[config.mk]
export PLATFORM = sky130hd
export DESIGN_NAME = serial_adder
export DESIGN_NICKNAME = d
export VERILOG_FILES = /design/src/rtl/serial_adder_pkg.sv /design/src/rtl/full_adder.sv /design/src/rtl/serial_adder.sv
export SDC_FILE = /design/constraint.sdc
export NUM_CORES = 1
export LEC_CHECK = 0
export CAP_MARGIN = 20
export CORE_MARGIN = 1
export CORE_UTILIZATION = 44
export DETAILED_ROUTE_END_ITERATION = 10
export PLACE_DENSITY_LB_ADDON = 0.05
export SLEW_MARGIN = 0
export SYNTH_ARGS = -nofsm -noshare
export SYNTH_HDL_FRONTEND = slang
export SYNTH_SLANG_ARGS = --single-unit
[constraint.sdc]
create_clock -name clk -period 3.3 [get_ports clk]
set_input_delay 0.825 -clock clk [delete_from_list [all_inputs] [get_ports clk]]
set_output_delay 0.825 -clock clk [all_outputs]
set_load 0.005 [all_outputs]
[src/rtl/serial_adder_pkg.sv]
// Shared definitions for the bit-serial adder: FSM state encoding, default width
// and the overflow helper used when SERIAL_ADDER_OVERFLOW_EN is defined.
package serial_adder_pkg;

  localparam int WIDTH_DEFAULT = 8;

  typedef enum logic [1:0] {
    IDLE = 2'd0,
    RUN  = 2'd1,
    DONE = 2'd2
  } state_t;

  // Two's-complement overflow: carry into the MSB disagrees with carry out of it.
  function automatic logic ovf_of(input logic carry_into_msb, input logic carry_out_msb);
    return carry_into_msb ^ carry_out_msb;
  endfunction

endpackage

[src/rtl/full_adder.sv]
// One-bit combinational full adder; the serial adder reuses a single instance
// for every bit position.
module full_adder (
  input  logic a,
  input  logic b,
  input  logic cin,
  output logic s,
  output logic cout
);

  assign s    = a ^ b ^ cin;
  assign cout = (a & b) | (cin & (a ^ b));

endmodule

[src/rtl/serial_adder.sv]
// Bit-serial adder, LSB first, one bit per clock. Defining SERIAL_ADDER_OVERFLOW_EN
// adds the ovf output (signed overflow of the completed addition).
module serial_adder
  import serial_adder_pkg::*;
#(
  parameter int WIDTH = WIDTH_DEFAULT
) (
  input  logic             clk,
  input  logic             reset,
  input  logic             start,
  input  logic [WIDTH-1:0] a,
  input  logic [WIDTH-1:0] b,
  input  logic             cin,
  output logic             busy,
  output logic             done,
  output logic [WIDTH-1:0] s,
  output logic             cout
`ifdef SERIAL_ADDER_OVERFLOW_EN
  ,
  output logic             ovf
`endif
);

  localparam int              CNT_W    = $clog2(WIDTH + 1);
  localparam logic [CNT_W-1:0] CNT_LAST = CNT_W'(WIDTH - 1);
  localparam logic [CNT_W-1:0] CNT_ONE  = CNT_W'(1);

  state_t           state_r;
  state_t           state_next_s;
  logic [WIDTH-1:0] a_sh_r;
  logic [WIDTH-1:0] b_sh_r;
  logic [WIDTH-1:0] s_r;
  logic [WIDTH-1:0] s_shift_s;
  logic [CNT_W-1:0] cnt_r;
  logic             carry_r;
  logic             cout_r;
  logic             busy_r;
  logic             done_r;
  logic             fa_sum_s;
  logic             fa_cout_s;
  logic             last_bit_s;

  full_adder u_full_adder (
    .a    (a_sh_r[0]),
    .b    (b_sh_r[0]),
    .cin  (carry_r),
    .s    (fa_sum_s),
    .cout (fa_cout_s)
  );

  assign last_bit_s = (cnt_r == CNT_LAST);

  // Next-state logic; start is only honoured in IDLE.
  always_comb begin
    state_next_s = state_r;
    case (state_r)
      IDLE: begin
        if (start) state_next_s = RUN;
        else       state_next_s = IDLE;
      end
      RUN: begin
        if (last_bit_s) state_next_s = DONE;
        else            state_next_s = RUN;
      end
      DONE:    state_next_s = IDLE;
      default: state_next_s = IDLE;
    endcase
  end

  // New sum bit enters at the MSB so the word is aligned after WIDTH shifts.
  always_comb begin
    s_shift_s            = s_r >> 1'b1;
    s_shift_s[WIDTH-1]   = fa_sum_s;
  end

  // State register and registered status outputs, aligned with the state.
  always_ff @(posedge clk or posedge reset) begin
    if (reset) begin
      state_r <= IDLE;
      busy_r  <= 1'b0;
      done_r  <= 1'b0;
    end else begin
      state_r <= state_next_s;
      busy_r  <= (state_next_s != IDLE);
      done_r  <= (state_next_s == DONE);
    end
  end

  // Operand capture, bit-serial datapath and result registers.
  always_ff @(posedge clk or posedge reset) begin
    if (reset) begin
      a_sh_r  <= {WIDTH{1'b0}};
      b_sh_r  <= {WIDTH{1'b0}};
      s_r     <= {WIDTH{1'b0}};
      cnt_r   <= {CNT_W{1'b0}};
      carry_r <= 1'b0;
      cout_r  <= 1'b0;
    end else begin
      case (state_r)
        IDLE: begin
          if (start) begin
            a_sh_r  <= a;
            b_sh_r  <= b;
            carry_r <= cin;
            cnt_r   <= {CNT_W{1'b0}};
          end
        end
        RUN: begin
          a_sh_r  <= a_sh_r >> 1'b1;
          b_sh_r  <= b_sh_r >> 1'b1;
          s_r     <= s_shift_s;
          carry_r <= fa_cout_s;
          cnt_r   <= cnt_r + CNT_ONE;
          if (last_bit_s) cout_r <= fa_cout_s;
        end
        default: begin
        end
      endcase
    end
  end

`ifdef SERIAL_ADDER_OVERFLOW_EN
  logic ovf_r;

  // On the MSB step carry_r is the carry into the MSB.
  always_ff @(posedge clk or posedge reset) begin
    if (reset) begin
      ovf_r <= 1'b0;
    end else if (state_r == RUN && last_bit_s) begin
      ovf_r <= ovf_of(carry_r, fa_cout_s);
    end
  end

  assign ovf = ovf_r;
`endif

  assign busy = busy_r;
  assign done = done_r;
  assign s    = s_r;
  assign cout = cout_r;

endmodule

==> results.tsv <==
metric	value	unit
status	complete, no violations	
initial_core_util	47.4	%
core_region_area	3100	um^2
powerDensity	791	nW/um^2
grt_pass1_vias	1114	
end_kind	flip-flop	
arrival	2450	ps
critPathBufInv	1	
critical_path.startpoint	start	
overflow	0	
hold_slack	487	ps
io_buffers	30	
post-route-min-period	2190	ps
p_leak	0.820	nW
ant_nets	0	
vias	1162	
syn_inst	147	
yosysWarnings	0	
synth_area	1470	um^2
drt_wl_total	2.96	mm
htree_levels	2	
hp-class	flip-flop to flip-flop	
io_pins	31	
max_freq	458	MHz
skew	5.65	ps
synthTopCellsByArea	dfrtp_1 (58%), nand2_1 (10%), a22oi_1 (7.7%)	
design_area	1850	um^2
hold_viol	0	
rsz0062_at_grt	false	
cts_tree	yes	
drt_iter0_drc	83	
endpoint	b_sh_r[2]$_DFFE_PP0P_	
dpl_cell_area	1790	um^2
post_cts_resize_count	0	
max-vdd-ir-drop	0.279	mV
netlist.area_leader.share	57.9	%
reg2reg_slack	1280	ps
worst_path_max_delay_cell	nor2b_1	
final_nets	199	
syn_to_final_growth	26.1	%
totalPowerFinal	1.47	mW
crit_family	simple AND/OR/NAND/NOR gates	
max_stage_delay	640	ps
cp_num_cells	4	
required	3560	ps
yosysTopAreaCell	dfrtp_1	
wl_per_cell	13.3	um
r2r_start	state_r[0]$_DFF_PP0_	
r2r_cells	3	
path_cells	clkdlybuf4s50_1 > nor2b_1 > a22oi_1 > o21ai_0	
min_period_over_period	66.2	%
clk_pin_slew	110	ps
dp_hpwl	1.92	mm
grt_pass1_wl	4.75	mm
drc_errors	0	
fp.dieW	59.8	um
dieArea	3580	um^2
max_slew_margin	47.7	%
syn-num-nets	169	
root_buffer	clkbuf_4	
r2r-end	cout$_DFFE_PP0P_	
holdBufCountCts	0	
place.gp.congestion	0.784	
drive_above_1_share	6.18	%
diodes	0	
antenna_found_initial	0	
row_count	20	
via_per_inst	5.23	
start_kind	primary input	
cts_buffer_depth	2	
tns	0	ps
ys_seq_area_share	57.9	%
worst_slew_pin_slew	785	ps
die_y	59.8	um
post-route-util	59.8	%
crit_fanout	11	
maxCapViolations	0	
synth_area_per_cell	10.0	um^2
grt_max_degree	35	
worstSkewPairLatency	340	ps
post_cts_buffers	0	
cts_buffers	5	
ys_seq_elements	34	
drv_slew	0	
clock_sinks	34	
setup_violations	0	
ys_types	25	
grtUsageTotal	18.4	%
crit_type	primary input to flip-flop	
drtPass1Iterations	4	
[power by group]
group | switching, mW | internal [mW]
clock | 0.150 | 0.102
sequential | 0.154 | 0.573
combinational | 0.233 | 0.255
total | 0.537 | 0.930
[registers in the layout, indices dropped and copies added, names as in the netlist]
register  count
a_sh_r        8
busy          1
cout          1
state_r       2
b_sh_r        8
carry_r       1
done          1
cnt_r         4
s             8
[tightest hold or removal path: stages, from the launching register on]
cell     delay, ps
dfrtp_1        360
nand2_1         50
nand2_1         60
[layout make-up]
type,instances,area (um^2)
clock buffers,6,51.3
clock inverters,2,12.5
fillers,309,1250
inverters,3,11.3
multi-input cells,102,566
flip-flops and latches,34,851
well taps,44,55.1
repair buffers,31,308
[cell usage in the layout, fill, tap and decap left out, types with 3 or more instances in the layout]
cell	Yosys	routed
o21ai_0	19	19
nor2b_1	7	7
a21oi_1	6	6
a22oi_1	15	15
dfrtp_1	34	34
clkdlybuf4s50_1	0	30
inv_1	3	3
nand2_1	40	40
clkbuf_4	0	5
[cells in the mapped netlist]
library cell / count
a31oi_1: 1
a21oi_1: 6
nand2_1: 40
nor3_2: 1
a32o_1: 1
buf_4: 2
a22oi_1: 15
fa_1: 1
clkbuf_1: 2
o21bai_2: 1
nor3b_1: 1
inv_1: 3
nor3_1: 1
nor2b_1: 7
nor2_1: 1
nand3_1: 1
and2b_1: 1
a22o_1: 1
a41oi_1: 1
mux2_1: 1
nand2b_1: 1
dfrtp_1: 34
buf_2: 4
ha_1: 1
o21ai_0: 19
[per-layer routing]
| metal | GRT usage (%) | up-vias | part of all wire [%] |
|---|---|---|---|
| met1 | 21.8 | 556 | 46 |
| met3 | 5.84 | 4 | 5.1 |
| met5 | 0 | - | 0 |
| met4 | 9.97 | 0 | 1.1 |
| met2 | 29.7 | 35 | 48 |
| li1 | - | 567 | - |
[per-stage QoR]
step	worst slack (ps)	std cells
after floorplan	1730	147
after CTS	1130	222
after detailed placement	756	214
after global placement	835	214
after global routing	973	222
final	1110	222
[kinds of logic (layout without fill, tap and decap cells)]
family | Yosys count | count (layout) | share of synthesized area [%]
adders and majority gates | 2 | 2 | 2.21
muxes | 1 | 1 | 0.766
DFF | 34 | 34 | 57.9
buffers and inverters | 11 | 42 | 3.66
AOI/OAI and AO/OA | 45 | 45 | 19.2
and+or+nand+nor | 54 | 54 | 16.3
[worst min-delay path by stage]
stage | start | end | cells after the start
2_1_floorplan | a_sh_r[1]$_DFFE_PP0P_ | a_sh_r[1]$_DFFE_PP0P_ | 2
3_3_place_gp | s[0]$_DFFE_PP0P_ | s[0]$_DFFE_PP0P_ | 2
3_5_place_dp | s[0]$_DFFE_PP0P_ | s[0]$_DFFE_PP0P_ | 2
4_1_cts | s[0]$_DFFE_PP0P_ | s[0]$_DFFE_PP0P_ | 2
5_1_grt | b_sh_r[1]$_DFFE_PP0P_ | b_sh_r[1]$_DFFE_PP0P_ | 2
6_report | s[0]$_DFFE_PP0P_ | s[0]$_DFFE_PP0P_ | 2
Note: power is estimated with default switching activity, not from simulation.
